===== src/rtl/bin2bcd_pkg.sv =====
// bin2bcd_pkg
//   Shared types and constants for the sequential binary-to-BCD converter.
//   - state_t         : converter FSM states (IDLE, SHIFT, DONE)
//   - BCD_ADJ_THRESH  : digit value at or above which the add-3 fires
//   - BCD_ADJ_ADD     : the add-3 correction amount
//   - bcd_digits()    : minimum number of decimal digits for a given binary width
package bin2bcd_pkg;

  typedef enum logic [1:0] {
    IDLE  = 2'd0,
    SHIFT = 2'd1,
    DONE  = 2'd2
  } state_t;

  localparam logic [3:0] BCD_ADJ_THRESH = 4'd5;
  localparam logic [3:0] BCD_ADJ_ADD    = 4'd3;

  // Smallest digit count d with 10**d > 2**width - 1 (valid for width up to 63).
  function automatic int bcd_digits(input int width);
    longint unsigned max_v;
    longint unsigned pow_v;
    int              digits;
    max_v  = (64'd1 << width) - 64'd1;
    pow_v  = 64'd10;
    digits = 1;
    for (int k = 0; k < 20; k++) begin
      if (pow_v <= max_v) begin
        pow_v = pow_v * 64'd10;
        digits++;
      end
    end
    return digits;
  endfunction

endpackage


===== src/rtl/bcd_digit_adjust.sv =====
// bcd_digit_adjust
//   Combinational double-dabble digit correction: adds 3 to a BCD digit that
//   is 5 or more so the following left shift carries correctly into the next
//   decimal digit. Inputs 0..9 map to 0..12, so the result never overflows.
//   Ports:
//     i_digit [3:0] : accumulator digit before the shift
//     o_digit [3:0] : corrected digit
module bcd_digit_adjust
  import bin2bcd_pkg::*;
(
  input  logic [3:0] i_digit,
  output logic [3:0] o_digit
);

  // Add-3 correction when the digit would reach 10 or more after doubling.
  always_comb begin
    o_digit = i_digit;
    if (i_digit >= BCD_ADJ_THRESH) begin
      o_digit = i_digit + BCD_ADJ_ADD;
    end else begin
      o_digit = i_digit;
    end
  end

endmodule


===== src/rtl/bin2bcd_seq.sv =====
// bin2bcd_seq
//   Sequential binary-to-BCD converter (shift-and-add-3, one bit per clock)
//   feeding a seven-segment decode stage. A conversion takes WIDTH+1 cycles
//   from the accepting edge to the oDONE pulse; starts are ignored while busy.
//   Optional feature macro: BIN2BCD_LZ_BLANK_EN enables the leading-zero
//   blank mask on oBLANK; without it oBLANK is constant zero.
//   Parameters:
//     WIDTH  : binary input width
//     DIGITS : number of BCD digits (must cover 2**WIDTH-1)
//   Ports:
//     iCLK   : clock, rising edge
//     iRST   : asynchronous active-high reset
//     iSTART : conversion request, sampled only in IDLE
//     iBIN   : binary operand, captured on the accepting edge
//     oBUSY  : conversion in flight (through the cycle oDONE is high)
//     oDONE  : one-cycle pulse when oBCD updates
//     oBCD   : packed digits, digit i at [4i+3:4i], held until next oDONE
//     oBLANK : leading-zero blank mask (digit 0 never blanked)
module bin2bcd_seq
  import bin2bcd_pkg::*;
#(
  parameter int WIDTH  = 16,
  parameter int DIGITS = 5
) (
  input  logic                  iCLK,
  input  logic                  iRST,
  input  logic                  iSTART,
  input  logic [WIDTH-1:0]      iBIN,
  output logic                  oBUSY,
  output logic                  oDONE,
  output logic [4*DIGITS-1:0]   oBCD,
  output logic [DIGITS-1:0]     oBLANK
);

  localparam int BW = 4 * DIGITS;
  localparam int CW = $clog2(WIDTH + 1);
  localparam logic [CW-1:0] CNT_ONE  = CW'(32'd1);
  localparam logic [CW-1:0] CNT_LOAD = CW'(WIDTH);

  if (DIGITS < bcd_digits(WIDTH)) begin : g_bad_digits
    $error("bin2bcd_seq: DIGITS too small, 10**DIGITS must exceed 2**WIDTH-1");
  end

  state_t           r_state;
  logic [WIDTH-1:0] r_bin;
  logic [BW-1:0]    r_acc;
  logic [CW-1:0]    r_cnt;
  logic             r_busy;
  logic             r_done;
  logic [BW-1:0]    r_bcd;
  logic [DIGITS-1:0] r_blank;

  logic [BW-1:0]     w_adj;
  logic [DIGITS-1:0] w_blank;
  logic              w_unused_adj_msb;

  for (genvar g = 0; g < DIGITS; g++) begin : g_adj
    bcd_digit_adjust u_adj (
      .i_digit (r_acc[4*g +: 4]),
      .o_digit (w_adj[4*g +: 4])
    );
  end

  // The adjusted MSB is shifted out; a legal DIGITS keeps it zero.
  assign w_unused_adj_msb = w_adj[BW-1];

`ifdef BIN2BCD_LZ_BLANK_EN
  localparam logic [DIGITS-1:0] BLANK_RST = ~(DIGITS'(32'd1));

  // Digit i is blank when it and every digit above it are zero.
  function automatic logic [DIGITS-1:0] lz_mask(input logic [BW-1:0] acc);
    logic above;
    lz_mask = {DIGITS{1'b0}};
    above   = 1'b1;
    for (int i = DIGITS - 1; i >= 1; i--) begin
      above      = above & (acc[4*i +: 4] == 4'd0);
      lz_mask[i] = above;
    end
    lz_mask[0] = 1'b0;
  endfunction

  assign w_blank = lz_mask(r_acc);
`else
  localparam logic [DIGITS-1:0] BLANK_RST = {DIGITS{1'b0}};

  assign w_blank = {DIGITS{1'b0}};
`endif

  // Converter FSM: capture, shift-and-add-3 for WIDTH cycles, publish result.
  always_ff @(posedge iCLK or posedge iRST) begin
    if (iRST) begin
      r_state <= IDLE;
      r_bin   <= {WIDTH{1'b0}};
      r_acc   <= {BW{1'b0}};
      r_cnt   <= {CW{1'b0}};
      r_busy  <= 1'b0;
      r_done  <= 1'b0;
      r_bcd   <= {BW{1'b0}};
      r_blank <= BLANK_RST;
    end else begin
      case (r_state)
        IDLE: begin
          r_done <= 1'b0;
          if (iSTART) begin
            r_bin   <= iBIN;
            r_acc   <= {BW{1'b0}};
            r_cnt   <= CNT_LOAD;
            r_busy  <= 1'b1;
            r_state <= SHIFT;
          end else begin
            r_busy  <= 1'b0;
          end
        end
        SHIFT: begin
          // {acc, bin} << 1 using the already-adjusted digits.
          r_acc <= {w_adj[BW-2:0], r_bin[WIDTH-1]};
          r_bin <= {r_bin[WIDTH-2:0], 1'b0};
          r_cnt <= r_cnt - CNT_ONE;
          if (r_cnt == CNT_ONE) begin
            r_state <= DONE;
          end else begin
            r_state <= SHIFT;
          end
        end
        DONE: begin
          // oBUSY stays high through the oDONE cycle and drops with it in IDLE.
          r_bcd   <= r_acc;
          r_blank <= w_blank;
          r_done  <= 1'b1;
          r_state <= IDLE;
        end
        default: begin
          r_state <= IDLE;
          r_busy  <= 1'b0;
          r_done  <= 1'b0;
        end
      endcase
    end
  end

  assign oBUSY  = r_busy;
  assign oDONE  = r_done;
  assign oBCD   = r_bcd;
  assign oBLANK = r_blank;

endmodule


===== config.mk =====
export PLATFORM = sky130hd
export DESIGN_NAME = bin2bcd_seq
export DESIGN_NICKNAME = d
export VERILOG_FILES = /design/src/rtl/bin2bcd_pkg.sv /design/src/rtl/bcd_digit_adjust.sv /design/src/rtl/bin2bcd_seq.sv
export SDC_FILE = /design/constraint.sdc
export NUM_CORES = 1
export LEC_CHECK = 0
export ABC_AREA = 1
export BUFFER_PORTS_ARGS = -buffer_cell sky130_fd_sc_hd__buf_2
export CAP_MARGIN = 20
export CORE_ASPECT_RATIO = 0.5
export CORE_MARGIN = 2
export CORE_UTILIZATION = 45
export CTS_CLUSTER_SIZE = 20
export DETAILED_ROUTE_END_ITERATION = 16
export PLACE_DENSITY = 0.65
export SLEW_MARGIN = 20
export SYNTH_ARGS = -nofsm -noshare
export SYNTH_HDL_FRONTEND = slang
export SYNTH_SLANG_ARGS = --single-unit
export TNS_END_PERCENT = 10

===== constraint.sdc =====
create_clock -name iCLK -period 2.2 [get_ports iCLK]
set_input_delay 0 -clock iCLK [delete_from_list [all_inputs] [get_ports iCLK]]
set_output_delay 0 -clock iCLK [all_outputs]
set_load 0.02 [all_outputs]

After elaboration in Yosys (flattened, before gate mapping)

Cells that the tools add are included.
W data, S select, Z words.

Flip-flop bits (word level): 65
Bits of input ports: 19
Output and inout port bits: 27
Word-level logic and storage cells: 43

Add/subtract/negate cells: 6
Order comparisons: 5
Equality and inequality tests: 4
Multiplexer cells: 17
Reduce and logical (&&, ||, !) cells: 4

Operators with widths:

| cell                  | count |
|---|---|
| $pmux W20 S2          | 1 |
| $pmux W16 S2          | 1 |
| $ge A4 B3 Y1 const B  | 5 |
| $mux W20              | 1 |
| $add A4 B2 Y4 const B | 4 |
| $mux W16              | 1 |
| $mux W4               | 4 |
| $pmux W5 S2           | 1 |
| $eq A5 B1 Y1 const B  | 1 |
| $mux W5               | 1 |
| $sub A5 B1 Y5 const B | 1 |
| $mux W2               | 2 |
| $pmux W1 S2           | 2 |
| $pmux W2 S2           | 1 |
| $add A3 B2 Y3 const B | 1 |
| $mux W3               | 1 |
| $eq A2 B1 Y1 const B  | 1 |
| $eq A2 B2 Y1 const B  | 1 |
| $logic_not A2 Y1      | 1 |
| $ne A2 B2 Y1 const B  | 1 |
| $reduce_and A2 Y1     | 1 |
| $reduce_bool A2 Y1    | 1 |
| $reduce_or A2 Y1      | 1 |
| $mux W1               | 1 |

Longest topological paths before layout

Gate-level depths: netlist (run 1).

Depth in word-level cells: 3
Depth in mapped cells: 9
Depth with buffers taken out: 8

By module

A second synthesis (run 1) with hierarchy kept.

Cells, all modules: 416
Area, all modules: 3457.1 um^2

Modules (own cells, without submodules):

| module           | instances | cells each | area each (um^2) | sequential area each (um^2) |
|---|---|---|---|---|
| bin2bcd_seq      | 1         | 301        | 2781.4           | 1626.6 |
| bcd_digit_adjust | 5         | 23         | 135.1            | 0.0 |

Least setup slack after synthesis (run 1)

No wires, ideal clock.

Path type: register -> register
From: register r_state[0]
To: register r_cnt[3]
Setup time: 0.119 ns
Arrival time: 1.248 ns
Required time: 2.081 ns
Path slack: 0.833 ns
Stages on the path, launching flop included: 9
Path buffers: 1
Clock period less this slack: 1.367 ns
Cell sequence: dfrtp_1 -> inv_1 -> ha_1 -> inv_1 -> nand2_2 -> nand2_4 -> buf_8 -> a21oi_1 -> nor2_1

Longest elaborated chain between the ends: 3
Elaborated cells on any way between the ends: 6
Classes of those cells: eq/ne: 2; mux: 1; reduce/logical: 3

RTL lines:

| item                                                                       | line               | source |
|---|---|---|
| start, declared                                                            | bin2bcd_seq.sv:44  | `state_t r_state;` |
| start signal, assigned                                                     | bin2bcd_seq.sv:92  | `r_state <= IDLE;` |
| start signal, assigned                                                     | bin2bcd_seq.sv:109 | `r_state <= SHIFT;` |
| start signal, assigned                                                     | bin2bcd_seq.sv:120 | `r_state <= DONE;` |
| $eq A2 B1 Y1 / $logic_not A2 Y1 (equally long branches)                    | bin2bcd_seq.sv:101 | `case (r_state)` |
| $reduce_bool A2 Y1 (no source line) / $ne A2 B2 Y1 (equally long branches) | -                  |  |
| $reduce_and A2 Y1 (no source line)                                         | -                  |  |
| end signal, assigned                                                       | bin2bcd_seq.sv:95  | `r_cnt <= {CW{1'b0}};` |
| end signal, assigned                                                       | bin2bcd_seq.sv:118 | `r_cnt <= r_cnt - CNT_ONE;` |
| end, declared                                                              | bin2bcd_seq.sv:47  | `logic [CW-1:0] r_cnt;` |

Several ways; a longest one is shown, not always the timed one.
A chain may end at the register's enable or synchronous reset.

Final worst setup path (run 1)

From: register r_state[1]
To: register r_bin[14]

Longest elaborated chain between the ends: 3
Elaborated cells on any way between the ends: 6
Classes of those cells: eq/ne: 2; mux: 1; reduce/logical: 3

RTL lines:

| item                                                                       | line               | source |
|---|---|---|
| $eq A2 B1 Y1 / $logic_not A2 Y1 (equally long branches)                    | bin2bcd_seq.sv:101 |  |
| $reduce_bool A2 Y1 (no source line) / $ne A2 B2 Y1 (equally long branches) | -                  |  |
| $reduce_and A2 Y1 (no source line)                                         | -                  |  |
| end signal, assigned                                                       | bin2bcd_seq.sv:93  | `r_bin <= {WIDTH{1'b0}};` |
| end signal, assigned                                                       | bin2bcd_seq.sv:105 | `r_bin <= iBIN;` |
| end signal, assigned                                                       | bin2bcd_seq.sv:117 | `r_bin <= {r_bin[WIDTH-2:0], 1'b0};` |
| end, declared                                                              | bin2bcd_seq.sv:45  | `logic [WIDTH-1:0] r_bin;` |

Several ways; a longest one is shown, not always the timed one.

==> results of run 1 <==
## cells in the final DEF (no fill, tap or decap)
cell type / netlist / routed
a21oi_1: 4 / 4
a21oi_2: 1 / 1
a31oi_1: 14 / 14
buf_12: 0 / 2
buf_2: 3 / 40
buf_4: 7 / 3
clkbuf_1: 5 / 1
clkbuf_16: 0 / 9
clkbuf_8: 0 / 4
clkinv_2: 0 / 2
conb_1: 1 / 5
dfrtp_1: 65 / 65
dlygate4sd3_1: 0 / 18
ha_1: 15 / 15
inv_1: 34 / 33
inv_2: 2 / 3
nand2_1: 127 / 127
nand2_2: 1 / 1
nand2_4: 1 / 1
nand3_1: 31 / 31
nand4_1: 12 / 12
nor2_1: 24 / 24
o21ai_0: 35 / 35
o21bai_1: 2 / 2
o22ai_1: 3 / 3
## metal layers
layer | global-route usage | routed length [µm] | share of wire | up-vias
met5 | 0 | 0 | 0 | -
met4 | 0.08523 | 99 | 0.015 | 0
met3 | 0.06875 | 427 | 0.064 | 9
met2 | 0.2871 | 2918 | 0.44 | 92
met1 | 0.2566 | 3207 | 0.48 | 1246
li1 | - | - | - | 1389
## worst max-delay path, delay by kind of cell, from the launching register on
family	cells	cell delay (ns)
adders and majority gates	1	0.43
buffers and inverters	3	0.90
DFF	1	0.37
and+or+nand+nor	2	0.19
## area by class of cell
cell class,instances,share of cell area
clock inverter,2,0.002528
clock buffer,14,0.07172
inverter,36,0.03412
sequential,65,0.4107
tap,92,0.02907
timing repair buffer,63,0.1118
multi-input combinational,275,0.3400
## sequential cells by signal, indices dropped and copies added, names as in the netlist
register	count
oBUSY	1
r_acc	20
r_cnt	5
oBCD	20
oDONE	1
r_state	2
r_bin	16
## through the flow
step	hold slack, ns	cells	util	instance area, µm²	total power, W
floorplan	0.1407	395	-	3247	0.004057
detailed placement	0.1332	513	0.5122	3486	0.004538
global placement	0.1212	513	0.5122	3486	0.004426
CTS	0.05541	547	0.5819	3960	0.005959
finish	0.05573	547	0.5819	3960	0.005922
global route	0.07608	547	0.5819	3960	0.006511
## cells by family after synthesis
logic type	after synthesis	share of synthesized area
AND/OR/NAND/NOR	196	0.2520
flip-flops	65	0.5033
AO/OA/AOI/OAI	59	0.1007
buffers and inverters	55	0.08478
adder cells (fa/ha/maj)	15	0.05807
other	1	0.001160
## power by group through the flow
stage | combinational (W) | sequential [W] | clock, W
global placement | 0.00242 | 0.00201 | 0
floorplan | 0.00200 | 0.00206 | 0
CTS | 0.00254 | 0.00201 | 0.00141
finish | 0.00254 | 0.00202 | 0.00137
detailed placement | 0.00251 | 0.00203 | 0
global route | 0.00295 | 0.00209 | 0.00147
## timing repair
action / CTS / global route
endpoints found under the hold margin: 45 / 0
setup buffers: 0 / 0
resized for setup: 0 / 0
hold buffers: 18 / 0
endpoints found under the setup margin: 0 / 0
## how the worst max path moves through the flow
| stage | start | endpoint | slack, ns | cells past startpoint |
|---|---|---|---|---|
| after floorplan | iRST | oBCD[0] | 0.57 | 1 |
| after global placement | r_state[1] | r_bin[14] | 0.44 | 7 |
| final | r_state[1] | r_bin[14] | 0.19 | 6 |
| after CTS | r_state[1] | r_bin[14] | 0.20 | 6 |
| after global routing | r_state[1] | r_bin[14] | 0.002 | 6 |
| after detailed placement | r_state[1] | r_acc[4] | 0.34 | 7 |
==> metrics, run 1 <==
status finished, final reports clean; internal power 0.003477 W; dominant synthesized flop cell dfrtp_1; Comb pwr share 0.428; Starting Density 0.4749; Rows 21; leading area contributor after synthesis dfrtp_1; number of synthesized flops with an enable pin 0; Setup TNS Final 0 ns; CTS buffer count 9; final worst slack 0.1876 ns; Mapped Area 0.003232 mm²; minimum clock period 2.012 ns; hold path start iSTART; n_diodes 0; Synth top area share 0.5033; clock sinks 65; Seq/Total Area, Yosys 0.5033; Slowest cell on crit path dlygate4sd3_1; Synth async-reset ratio 1.000; routed length per instance 12.16 µm; crit end category flip-flop; HP Class in -> reg; worst slack at placement 0.3357 ns; startpoint types flip-flop; first-pass GRT wire length 11690 µm; CTS root buf clkbuf_16; Net Sw Power 0.002445 W; Reg power frac 0.341; gpl congestion 0.8621; Die Span X 123.9 µm; top cells by count, synth nand2_1 (127), dfrtp_1 (65), o21ai_0 (35); Hold EP oBUSY; Longest Clk Path Bufs 2; hold depth 3; drt first pass iters 5; period utilization 0.9147; nets@finish 484; Vias/cell 5.002; die height 63.93 µm; Synth Instances 391; Data required, critical path 2.41 ns; DR vias 2736; final hold viol count 0; largest net degree at the start of global routing 37; CP cell instances inv_1, ha_1, inv_2, nand4_1, dlygate4sd3_1, nand3_1; fmax 496.9 MHz; peak supply drop 0.5646 mV; area occupied by multi-input gates 0.001346 mm²; CP Data Arrival Time 2.23 ns; core area 0.006805 mm²; P&R area growth vs syn 22.53%; Distinct cells, synth 22; I/O pin count 46; initial antenna violation count 0; Die ar. 0.007917 mm²; R2R cell count 6; Final Max Slew Viols 0; slowest stage delay, CP 0.55 ns; post-synthesis area per instance 8.266 µm²; clk slew on worst S/H paths 0.05 ns; Fill cells 625; GRT Overall Usage 0.1940; final setup vio count 0; storage element area 0.001627 mm²; # H-tree levels 3; # port buffers 40; sw frac 0.4129; crit path kind reg -> reg; leakage power 2.071 nW; dpl hpwl 4490 µm; Clock Latency Late Sink 0.33 ns; maxcap violations 0; # DRC 0; Clock power frac 0.231; critical path peak fanout 18; vias in the first global route 2592; Relative slew margins 0.5612; RR Startpoint r_state[1]; synth top area cells dfrtp_1 (50%), nand2_1 (15%), ha_1 (5.8%), o21ai_0 (5.4%), nand3_1 (4.8%); Worst Skew 0.008447 ns; Yosys reg bits 65; Warnings, synthesis 0; DRT Wirelength 6652 µm; Final ANT Viol Nets 0; most numerous cell in the Yosys netlist nand2_1; Cell Pwr Density 1495 mW/mm²; overflow left after global routing 0; R2R setup slack 0.19 ns; worst r2r dst r_bin[14]; RSZ-0062 raised after global routing no; layout cells sized above 1 0.1451; 1st-iter DRT viols 252; CTS tree done; Worst Max-Slew Pin Slew 0.6573 ns
Power figures use the tool's default switching activity.
==> inputs of run 2 (changes only) <==
- RECOVER_POWER: default -> 50
==> run 2 against run 1 <==
Against the previous run: critical path depth stayed put; worst setup slack improved by 0.0065 ns; sequential power is essentially flat; clock power barely moved; worst hold slack better by 0.0024 ns; non-clock buffer count is the same; fmax rose by 0.32%; die area unchanged; clock-buffer cell count did not move.
==> metrics, run 2 (synthesis results as in run 1) <==
Relative slew margins 0.2407; final setup vio count 0; CTS root buf clkbuf_16; leakage power 1.984 nW; Clock power frac 0.232; Longest Clk Path Bufs 2; sw frac 0.4146; Util after Layout 0.5760; global routing usage on met1 0.2566; maxcap violations 0; routed length per instance 12.24 µm; Starting Density 0.4749; HP Class in -> reg; # H-tree levels 3; GRT Overall Usage 0.1940; startpoint types flip-flop; initial antenna violation count 0; # port buffers 40; die height 63.93 µm; crit path kind reg -> reg; peak supply drop 0.5631 mV; n_diodes 0; worst slack at placement 0.3357 ns; Comb pwr share 0.425; overflow left after global routing 0; GRT busiest layer met2; GR Util met2 0.2871; P&R area growth vs syn 21.29%; Worst Skew 0.007935 ns; 1st-iter DRT viols 230; Final Max Slew Viols 0; Final ANT Viol Nets 0; # DRC 0; final hold viol count 0; first-pass GRT wire length 11690 µm; Vias/cell 4.985; critical path peak fanout 18; gpl congestion 0.8621; RSZ-0062 raised after global routing no; core area 0.006805 mm²; Clock Latency Late Sink 0.33 ns; Die ar. 0.007917 mm²; post_cts resized 0; CTS buffer count 9; fmax 498.5 MHz; Setup TNS Final 0 ns; status finished, final reports clean; Worst Max-Slew Pin Slew 1.138 ns; M3 GR Usage 0.06875; Die Span X 123.9 µm; minimum clock period 2.006 ns; Net Sw Power 0.002445 W; final worst slack 0.1940 ns; I/O pin count 46; period utilization 0.9118; vias in the first global route 2592; Data required, critical path 2.42 ns; dpl hpwl 4490 µm; DR vias 2727; largest net degree at the start of global routing 37; Fill cells 635; nets@finish 484; layout cells sized above 1 0.09451; clk slew on worst S/H paths 0.05 ns; drt first pass iters 5; Cell Pwr Density 1504 mW/mm²; crit end category flip-flop; commonest non-fill, non-tap cell in the layout nand2_1; Reg power frac 0.343; Rows 21; commonest cells after routing, fill and taps aside nand2_1 (127), dfrtp_1 (65), o21ai_0 (35); CP Data Arrival Time 2.22 ns; internal power 0.003451 W; DRT Wirelength 6697 µm; CTS tree done; clock sinks 65
run 2: cell count changes in the layout (fill, tap and decap cells not counted), sizes merged:
cell | previous run | this run
buf | 45 | 22
clkbuf | 14 | 37
run 2: worst max-delay path, cell delays in order (launching register included):
cell and delay [ns]:
dfrtp_1 0.37, inv_1 0.11, ha_1 0.43, inv_2 0.24, nand4_1 0.12, dlygate4sd3_1 0.55, nand3_1 0.07
run 2: timing repair:
item / 4_1_cts / 5_1_grt
buffers inserted: 0 / 0
hold buffers: 18 / 0
hold endpoints to repair: 45 / 0
run 2: area by class of cell:
| class | count | area, µm² | area share |
|---|---|---|---|
| clock inverter | 2 | 10.01 | 0.002553 |
| multi-input combinational | 275 | 1346 | 0.3434 |
| sequential | 65 | 1627 | 0.4149 |
| clock buffer | 14 | 284.0 | 0.07245 |
| timing repair buffer | 63 | 402.9 | 0.1028 |
| tap | 92 | 115.1 | 0.02936 |
| inverter | 36 | 135.1 | 0.03447 |
run 2: metal layers:
metal	wire, µm	part of all wire
met4	77	0.011
met5	0	0
met1	3308	0.49
met2	2970	0.44
met3	339	0.051
run 2: power by group through the flow:
| stage | combinational, W | sequential, W | clock, W |
|---|---|---|---|
| final | 0.00251 | 0.00202 | 0.00137 |
| after floorplan | 0.00200 | 0.00206 | 0 |
| after global placement | 0.00242 | 0.00201 | 0 |
| after global routing | 0.00293 | 0.00209 | 0.00147 |
| after detailed placement | 0.00251 | 0.00203 | 0 |
| after CTS | 0.00254 | 0.00201 | 0.00141 |
run 2: metrics by stage:
stage / instance area [µm²] / cells / hold WS [ns] / total power [W]
final: 3920 / 547 / 0.05811 / 0.005896
after global routing: 3920 / 547 / 0.07608 / 0.006489
after CTS: 3960 / 547 / 0.05541 / 0.005959
after detailed placement: 3486 / 513 / 0.1332 / 0.004538
after global placement: 3486 / 513 / 0.1212 / 0.004426
after floorplan: 3247 / 395 / 0.1407 / 0.004057
run 2: worst paths after layout:
path / endpoint / slack (ns) / startpoint / cells after the start
worst min-delay path: oBUSY / 0.06 / iSTART / 3
worst max register to register: r_bin[14] / 0.19 / r_state[1] / 6
worst max-delay path: r_bin[14] / 0.19 / r_state[1] / 6
min in group asynchronous: r_acc[15] / 0.51 / iRST / 3
worst min register to register: oBCD[2] / 0.47 / oBCD[2] / 2
max in group asynchronous: r_acc[7] / 0.50 / iRST / 4
==> inputs of run 3 (changes only) <==
- CORE_UTILIZATION: 45 -> 51
- PLACE_DENSITY: 0.65 -> 0.72
==> run 3 against run 2 <==
Against the previous run: core utilization grew 6.3 points; combinational power grew 2%; power grew 1.8%; sequential cell count is the same; fmax grew 14%; clock power grew 3%; sequential share of layout area grew 0.19 points; worst setup slack gained 0.25 ns; global-route usage grew 2.7 points; clock skew shrank 0.0041 ns; critical endpoint is now r_bin[5].
==> metrics, run 3 (synthesis results as in run 1) <==
fmax 568.7 MHz; vias in the first global route 2574; final hold viol count 0; startpoint types flip-flop; CTS root buf clkbuf_16; Worst Skew 0.003804 ns; total power 0.006000 W; RSZ-0062 raised after global routing no; CTS buffer count 9; gpl congestion 0.8368; R2R cell count 7; largest net degree at the start of global routing 41; Die Span X 116.6 µm; core area 0.006106 mm²; drt first pass iters 5; peak supply drop 0.5796 mV; P&R area growth vs syn 20.75%; Hold EP r_bin[14]; n_diodes 0; hold path start iSTART; cell area after layout 0.003902 mm²; 1st-iter DRT viols 150; clock sinks 65; R2R setup slack 0.44 ns; leakage power 1.980 nW; Setup TNS Final 0 ns; worst r2r dst r_bin[5]; commonest cells after routing, fill and taps aside nand2_1 (127), dfrtp_1 (65), o21ai_0 (35); routed length per instance 12.96 µm; Vias/cell 5.081; clk slew on worst S/H paths 0.05 ns; DR vias 2754; Worst Max-Slew Pin Slew 0.9808 ns; first-pass GRT wire length 11590 µm; Clock Latency Late Sink 0.33 ns; nets@finish 484; layout cells sized above 1 0.09471; final setup vio count 0; CP Data Arrival Time 2.00 ns; critical path peak fanout 27; post_cts resized 0; crit end category flip-flop; Longest Clk Path Bufs 2; period utilization 0.7993; placed cells 510; minimum clock period 1.759 ns; # DRC 0; Worst Setup SP r_state[1]; Util after Layout 0.6391; CTS Hold Bufs 17; Setup Buffers After CTS 0; Relative slew margins 0.3454; die height 60.29 µm; HP Class in -> reg; Cell Pwr Density 1537 mW/mm²; Final Max Slew Viols 0; # H-tree levels 3; DP Area 0.003476 mm²; initial antenna violation count 0; DRT Wirelength 7023 µm; commonest non-fill, non-tap cell in the layout nand2_1; # port buffers 40; dpl hpwl 4748 µm; Data required, critical path 2.45 ns; CTS tree done; final cell count without fillers 542; overflow left after global routing 0; Rows 20; Starting Density 0.5293; crit path kind reg -> reg; RR Startpoint r_state[1]; hold depth 3; Final ANT Viol Nets 0; I/O pin count 46; GRT Overall Usage 0.2213; Die ar. 0.007029 mm²; maxcap violations 0; status finished, final reports clean
run 3: area by class of cell:
type,instances,area (µm²)
timing repair buffer,63,387.9
fill,538,2203
multi-input combinational,275,1346
tap,88,110.1
sequential,65,1627
clock buffer,12,256.5
inverter,36,135.1
clock inverter,3,40.04
run 3: layer usage:
layer  vias to the layer above  track usage  share of wire
met1                      1278       0.2692           0.45
met4                         0      0.08739          0.016
met2                        87       0.3729           0.47
met5                         -            0              0
met3                        10      0.07201          0.060
li1                       1379            -              -
run 3: critical path: stages, from the launching register on:
cell     delay [ns]
dfrtp_1        0.38
inv_1          0.10
ha_1           0.28
nand2_1        0.15
nand2_4        0.22
buf_4          0.30
nor2_1         0.06
a31oi_1        0.16
run 3: worst max-delay path by stage:
stage                      endpoint  slack, ns
after floorplan             oBCD[0]       0.57
after global placement    r_bin[11]       0.60
after detailed placement   r_bin[5]       0.43
after CTS                  r_bin[5]       0.44
after global routing       r_bin[5]       0.26
final                      r_bin[5]       0.44
run 3: power by group:
group | total [W] | leakage (nW) | switching, W | internal, W
Combinational | 0.00256 | 1.04 | 0.00168 | 0.000875
Sequential | 0.00203 | 0.793 | 0.000332 | 0.00170
Clock | 0.00141 | 0.148 | 0.000480 | 0.000927
run 3: stage by stage:
stage / setup WS [ns] / hold WS [ns]
floorplan: 0.5735 / 0.1407
global placement: 0.5996 / 0.08296
detailed placement: 0.4266 / 0.09315
CTS: 0.4378 / 0.01506
global route: 0.2603 / 0.03232
finish: 0.4415 / 0.02350
